`config.mk`:
```
export PLATFORM = sky130hd
export DESIGN_NAME = scanline_prefetch
export DESIGN_NICKNAME = d
export VERILOG_FILES = /design/src/rtl/fb_pkg.sv /design/src/rtl/line_buffer.sv /design/src/rtl/scanline_prefetch.sv
export SDC_FILE = /design/constraint.sdc
export NUM_CORES = 1
export LEC_CHECK = 0
export CAP_MARGIN = 20
export CORE_ASPECT_RATIO = 1.25
export CORE_MARGIN = 4
export CORE_UTILIZATION = 40
export DETAILED_ROUTE_END_ITERATION = 8
export GPL_TIMING_DRIVEN = 0
export HOLD_SLACK_MARGIN = 0.05
export SLEW_MARGIN = 20
export SYNTH_ARGS = -nofsm -noshare
export SYNTH_HDL_FRONTEND = slang
export SYNTH_SLANG_ARGS = --single-unit
```
`constraint.sdc`:
```
create_clock -name clk -period 2.5 [get_ports clk]
set_input_delay 0.25 -clock clk [delete_from_list [all_inputs] [get_ports clk]]
set_output_delay 0.25 -clock clk [all_outputs]
set_load 0.03 [all_outputs]
```
`src/rtl/fb_pkg.sv`:
```
// Shared constants, fetch-state enum and default palette for the scanline prefetch stage.
package fb_pkg;

  localparam logic [15:0] FB_BASE        = 16'h4000;
  localparam int          H_ACTIVE       = 256;
  localparam int          V_ACTIVE       = 240;
  localparam int          V_TOTAL        = 262;
  localparam int          FETCH_HPOS     = 0;
  localparam int          WORDS_PER_LINE = H_ACTIVE / 8;
  localparam int          WC_W           = $clog2(WORDS_PER_LINE);

  typedef enum logic {
    IDLE  = 1'b0,
    FETCH = 1'b1
  } fetch_state_e;

  function automatic logic [3:0] default_palette(input logic [1:0] idx);
    case (idx)
      2'd0:    return 4'd0;
      2'd1:    return 4'd1;
      2'd2:    return 4'd4;
      default: return 4'd7;
    endcase
  endfunction

endpackage

```
`src/rtl/line_buffer.sv`:
```
// Ping-pong line store: two banks of one scanline of 2bpp words, sync write, async read.
module line_buffer
  import fb_pkg::*;
(
  input  logic            clk,
  input  logic            i_we,
  input  logic            i_wr_bank,
  input  logic [WC_W-1:0] i_wr_slot,
  input  logic [15:0]     i_wr_data,
  input  logic            i_rd_bank,
  input  logic [WC_W-1:0] i_rd_slot,
  output logic [15:0]     o_rd_data
);

  logic [15:0] r_mem [2][WORDS_PER_LINE];

  always_ff @(posedge clk) begin
    if (i_we) begin
      r_mem[i_wr_bank][i_wr_slot] <= i_wr_data;
    end
  end

  assign o_rd_data = r_mem[i_rd_bank][i_rd_slot];

endmodule

```
`src/rtl/scanline_prefetch.sv`:
```
// Fetches the next scanline into a ping-pong buffer while scanning out the current one.
// Optional runtime palette writes are enabled by defining PALETTE_WRITE_EN.
module scanline_prefetch
  import fb_pkg::*;
(
  input  logic         clk,
  input  logic         reset,
  input  logic [8:0]   hpos,
  input  logic [8:0]   vpos,
  input  logic         display_on,
  output logic         mem_req,
  output logic [15:0]  mem_addr,
  input  logic         mem_ack,
  input  logic [15:0]  mem_data,
  output logic [3:0]   rgb,
  output logic         underrun,
`ifdef PALETTE_WRITE_EN
  input  logic         pal_we,
  input  logic [1:0]   pal_idx,
  input  logic [3:0]   pal_color,
`endif
  output fetch_state_e o_dbg_state
);

  fetch_state_e    r_state, w_state_nxt;
  logic [WC_W-1:0] r_wc, w_wc_nxt;
  logic [15:0]     r_addr, w_addr_nxt;
  logic            r_bank, w_bank_nxt;
  logic            r_underrun, w_underrun_nxt;
  logic [3:0]      r_rgb;

  logic [8:0]      w_nxt;
  logic            w_trigger;
  logic [15:0]     w_line_addr;
  logic            w_ack;
  logic            w_last;
  logic [15:0]     w_rd_word;
  logic [3:0]      w_shift;
  logic [1:0]      w_pix;
  logic [3:0]      w_color;

  assign w_nxt       = (vpos == 9'(V_TOTAL - 1)) ? 9'd0 : vpos + 9'd1;
  assign w_trigger   = (hpos == 9'(FETCH_HPOS)) && (w_nxt < 9'(V_ACTIVE));
  assign w_line_addr = FB_BASE + 16'(w_nxt) * 16'(WORDS_PER_LINE);
  assign w_ack       = (r_state == FETCH) && mem_ack;
  assign w_last      = (r_wc == WC_W'(WORDS_PER_LINE - 1));

  always_ff @(posedge clk) begin
    if (reset) begin
      r_state    <= IDLE;
      r_wc       <= '0;
      r_addr     <= '0;
      r_bank     <= 1'b0;
      r_underrun <= 1'b0;
    end else begin
      r_state    <= w_state_nxt;
      r_wc       <= w_wc_nxt;
      r_addr     <= w_addr_nxt;
      r_bank     <= w_bank_nxt;
      r_underrun <= w_underrun_nxt;
    end
  end

  // A trigger always wins over the running fetch; only the final-ack coincidence is not an underrun.
  always_comb begin
    w_state_nxt    = r_state;
    w_wc_nxt       = r_wc;
    w_addr_nxt     = r_addr;
    w_bank_nxt     = r_bank;
    w_underrun_nxt = r_underrun;
    case (r_state)
      IDLE: begin
        if (w_trigger) begin
          w_state_nxt = FETCH;
          w_wc_nxt    = '0;
          w_addr_nxt  = w_line_addr;
          w_bank_nxt  = w_nxt[0];
        end
      end
      FETCH: begin
        if (mem_ack) begin
          w_wc_nxt   = r_wc + 1'b1;
          w_addr_nxt = r_addr + 16'd1;
          if (w_last) begin
            w_state_nxt = IDLE;
          end
        end
        if (w_trigger) begin
          if (!(mem_ack && w_last)) begin
            w_underrun_nxt = 1'b1;
          end
          w_state_nxt = FETCH;
          w_wc_nxt    = '0;
          w_addr_nxt  = w_line_addr;
          w_bank_nxt  = w_nxt[0];
        end
      end
      default: w_state_nxt = IDLE;
    endcase
  end

  line_buffer u_line_buffer (
    .clk       (clk),
    .i_we      (w_ack && !reset),
    .i_wr_bank (r_bank),
    .i_wr_slot (r_wc),
    .i_wr_data (mem_data),
    .i_rd_bank (vpos[0]),
    .i_rd_slot (hpos[7:3]),
    .o_rd_data (w_rd_word)
  );

  // Leftmost pixel sits in the MSB pair of each word.
  assign w_shift = 4'd14 - {hpos[2:0], 1'b0};
  assign w_pix   = 2'(w_rd_word >> w_shift);

`ifdef PALETTE_WRITE_EN
  logic [3:0] r_palette [4];

  always_ff @(posedge clk) begin
    if (reset) begin
      for (int i = 0; i < 4; i++) begin
        r_palette[i] <= default_palette(2'(i));
      end
    end else if (pal_we) begin
      r_palette[pal_idx] <= pal_color;
    end
  end

  assign w_color = r_palette[w_pix];
`else
  assign w_color = default_palette(w_pix);
`endif

  always_ff @(posedge clk) begin
    if (reset) begin
      r_rgb <= 4'd0;
    end else begin
      r_rgb <= display_on ? w_color : 4'd0;
    end
  end

  assign mem_req     = (r_state == FETCH);
  assign mem_addr    = r_addr;
  assign rgb         = r_rgb;
  assign underrun    = r_underrun;
  assign o_dbg_state = r_state;

endmodule
```
==> flow_metrics.env <==
export IMPL_outcome="finished with violations"
export IMPL_failed_checks="setup timing"
export IMPL_hold_viol_final=0
export IMPL_synthCells=2047
export IMPL_drc=0
export IMPL_grt_pass1_wl_mm=188
export IMPL_synth_yosys_seq_area_share_pct=75.1
export IMPL_tightest_slew_ns=1.02
export IMPL_power_leakage_nw=16.2
export IMPL_crit_fanout=2
export IMPL_worstPathArrival_ns=3.28
export IMPL_peakVddDrop_mv=0.528
export IMPL_path_class="reg -> reg"
export IMPL_grt_pass1_vias=23200
export IMPL_skew_ns=0.0199
export IMPL_p_per_area_nw_per_um2=736
export IMPL_async_flop_share_pct=0
export IMPL_synth_cell_type_count=73
export IMPL_num_vias=23200
export IMPL_cts_made_buffers=99
export IMPL_fill_cells=8231
export IMPL_drtIter0Drc=3149
export IMPL_final_area_um2=50400
export IMPL_ys_flop_type="edfxtp_1"
export IMPL_synth_top_cell_by_area="edfxtp_1"
export IMPL_rsz0062_at_grt="true"
export IMPL_clk_pin_slew_ns=0.07
export IMPL_maxCapViolations=0
export IMPL_track_usage_pct=25.0
export IMPL_sw_frac_of_total_pct=21.6
export IMPL_cts_sinks=1051
export IMPL_dieArea_um2=109000
export IMPL_period_needed_ns=2.71
export IMPL_io_pins=61
export IMPL_p_sw_mw=8.01
export IMPL_synth_area_leaders="edfxtp_1, mux4_2, mux4_1, mux2i_1, dfxtp_1"
export IMPL_ant_nets=0
export IMPL_drt_total_wl_mm=138
export IMPL_dp_slack_ns=-2.62
export IMPL_synth_top_area_share_pct=73.8
export IMPL_grt_overflow_total=0
export IMPL_hp_start="mem_data[0]"
export IMPL_relSlewSlack_pct=32.0
export IMPL_fp_row_count=132
export IMPL_chipWidth_um=297
export IMPL_crit_path_end_kind="register"
export IMPL_diodes=0
export IMPL_critPathRequiredTime_ns=3.07
export IMPL_port_buffer_count=58
export IMPL_place_gp_congestion=0.970
export IMPL_syn_num_nets=2093
export IMPL_avgSynthCellArea_um2=20.4
export IMPL_r2r_start="u_line_buffer.r_mem[0][165]$_DFFE_PP_"
export IMPL_p_int_mw=29.1
export IMPL_setup_viol=3
export IMPL_routed_via_density=6.17
export IMPL_cts_tree="yes"
export IMPL_core_um2=104000
export IMPL_antenna_found_initial=5
export IMPL_clock_path_buffers=3
export IMPL_post_route_period_util_pct=108
export IMPL_fin_util_pct=48.7
export IMPL_grt_max_degree=65
export IMPL_clk_latency_ns=0.69
export IMPL_power_total_mw=37.1
export IMPL_p_seq_share_pct=52.0
export IMPL_netlist_area_um2=41700
export IMPL_synth_edf_count=1024
export IMPL_startpoint_type="register"
export IMPL_dpl_hpwl_mm=88.2
export IMPL_drive_above_1_share_pct=29.1
export IMPL_area_growth_pct=21.0
export IMPL_initial_core_util_pct=40.3
export IMPL_p_comb_share_pct=6.2
export IMPL_ys_ff_latch=1051
export IMPL_finalMaxSlewViolations=0
export IMPL_fmax_ghz=0.369
export IMPL_startpoint="u_line_buffer.r_mem[0][165]$_DFFE_PP_"
export IMPL_avgRoutedWirePerCell_um=36.8
export IMPL_yosysWarningCount=0
export IMPL_setup_ws_ns=-0.208
export IMPL_htreeDepth=3
export IMPL_clk_root_buffer_cell="clkbuf_16"
export IMPL_clkPwrFrac_pct=41.8
export IMPL_place_area_um2=44900
export IMPL_first_pass_iters=6
export IMPL_hold_class="in -> reg"
export IMPL_fp_dieH_um=369
export IMPL_fin_nets=2380
-- repair_timing --
| action | CTS | global route |
|---|---|---|
| setup endpoints to repair | 1047 | 243 |
| resized for setup | 189 | 22 |
| pin swaps | 63 | 7 |
| hold buffers | 9 | 0 |
| setup buffers | 88 | 5 |
| gates cloned | 0 | 0 |
| hold endpoints to repair | 161 | 0 |
-- logic make-up (layout without fill, tap and decap cells) --
group / Yosys count / in the layout / synth area share, %
multiplexers: 331 / 331 / 14.6
XOR/XNOR: 19 / 19 / 0.399
flip-flops: 1051 / 1051 / 75.1
buffers and inverters: 120 / 489 / 2.37
adder cells (fa/ha/maj): 8 / 8 / 0.240
AND/OR/NAND/NOR: 286 / 286 / 3.30
AO/OA/AOI/OAI: 231 / 231 / 4.00
other: 1 / 1 / 0.00900
-- metal layers --
metal  global-route usage, %  wire [µm]  vias to the layer above
met5                       0          0                        -
met4                    13.9       8550                        0
met3                    4.62      11900                      332
met2                    42.1      68000                     1484
met1                    30.7      49900                    12200
li1                        -          -                     9151
-- registers in the layout, indices dropped and copies added, names as in the netlist --
signal               count
mem_req                  1
r_bank                   1
r_wc                     5
rgb                      3
mem_addr                16
underrun                 1
u_line_buffer.r_mem   1024
-- final timing paths --
kind	endpoint	slack [ns]	cells past startpoint
worst max-delay path	rgb[1]$_SDFF_PP0_	-0.21	8
worst min-delay path	u_line_buffer.r_mem[0][96]$_DFFE_PP_	0.12	1
worst max register to register	rgb[1]$_SDFF_PP0_	-0.21	8
worst min register to register	underrun$_SDFFE_PP0P_	0.50	1
-- layout make-up --
type / count / area, µm² / share of cell area, %
tap: 1340 / 1680 / 3.32
clock inverter: 60 / 633 / 1.26
clock buffer: 123 / 2710 / 5.38
sequential: 1051 / 31300 / 62.0
timing repair buffer: 189 / 2490 / 4.94
inverter: 9 / 35.0 / 0.0695
buffer: 108 / 1330 / 2.64
multi-input combinational: 876 / 10300 / 20.3
-- power by group through the flow --
stage | logic (mW) | registers [mW] | clock network, mW
after CTS | 2.26 | 19.3 | 15.7
after global routing | 2.33 | 19.3 | 16.5
after floorplan | 0.961 | 19.7 | 0
after global placement | 2.05 | 19.7 | 0
final | 2.29 | 19.3 | 15.5
after detailed placement | 2.12 | 19.7 | 0
-- layout by cell type, fill, tap and decap left out, types with 11 or more instances in the layout --
master	instances
a21oi_1	36
a221oi_1	11
a22oi_1	37
and3_1	12
buf_12	78
buf_16	14
buf_2	16
buf_4	62
buf_6	24
buf_8	12
bufinv_16	13
clkbuf_1	24
clkbuf_16	105
clkbuf_8	22
clkdlybuf4s50_1	36
clkinv_1	21
clkinv_2	18
dfxtp_1	27
edfxtp_1	1024
mux2_2	14
mux2i_1	105
mux4_1	44
mux4_2	163
nand2_1	40
nand2b_1	11
nand3_1	17
nor2_1	45
nor2_4	65
nor2b_1	11
nor3_1	12
o21ai_0	16
o221ai_1	11
o22ai_1	25
-- critical path: stages (launching register included) --
cell	delay, ns
edfxtp_1	0.38
mux4_2	0.50
a22o_1	0.26
a221oi_4	0.42
o22ai_2	0.19
a311oi_2	0.31
or4_1	0.16
nand4_1	0.15
and2_1	0.20
-- cell usage after synthesis, drive strengths merged, types with 14 or more instances --
library cell and instances:
clkbuf 40, nor2 113, a22oi 37, mux4 207
nor3 14, a221oi 15, nor2b 15, buf 71
mux2i 110, dfxtp 27, o22ai 28, mux2 14
edfxtp 1024, nand2 52, a21oi 43, o21ai 21
nand3 19
-- metrics by stage --
step / setup TNS (ns) / instances / hold WS (ns)
floorplan: -9.63 / 2047 / 0.329
global placement: -1933.93 / 3445 / 0.472
detailed placement: -858.17 / 3474 / 0.471
CTS: -0.143 / 3752 / 0.0812
global route: -0.404 / 3756 / 0.130
finish: -0.441 / 3756 / 0.120
Note: power is estimated with default switching activity, not from simulation.
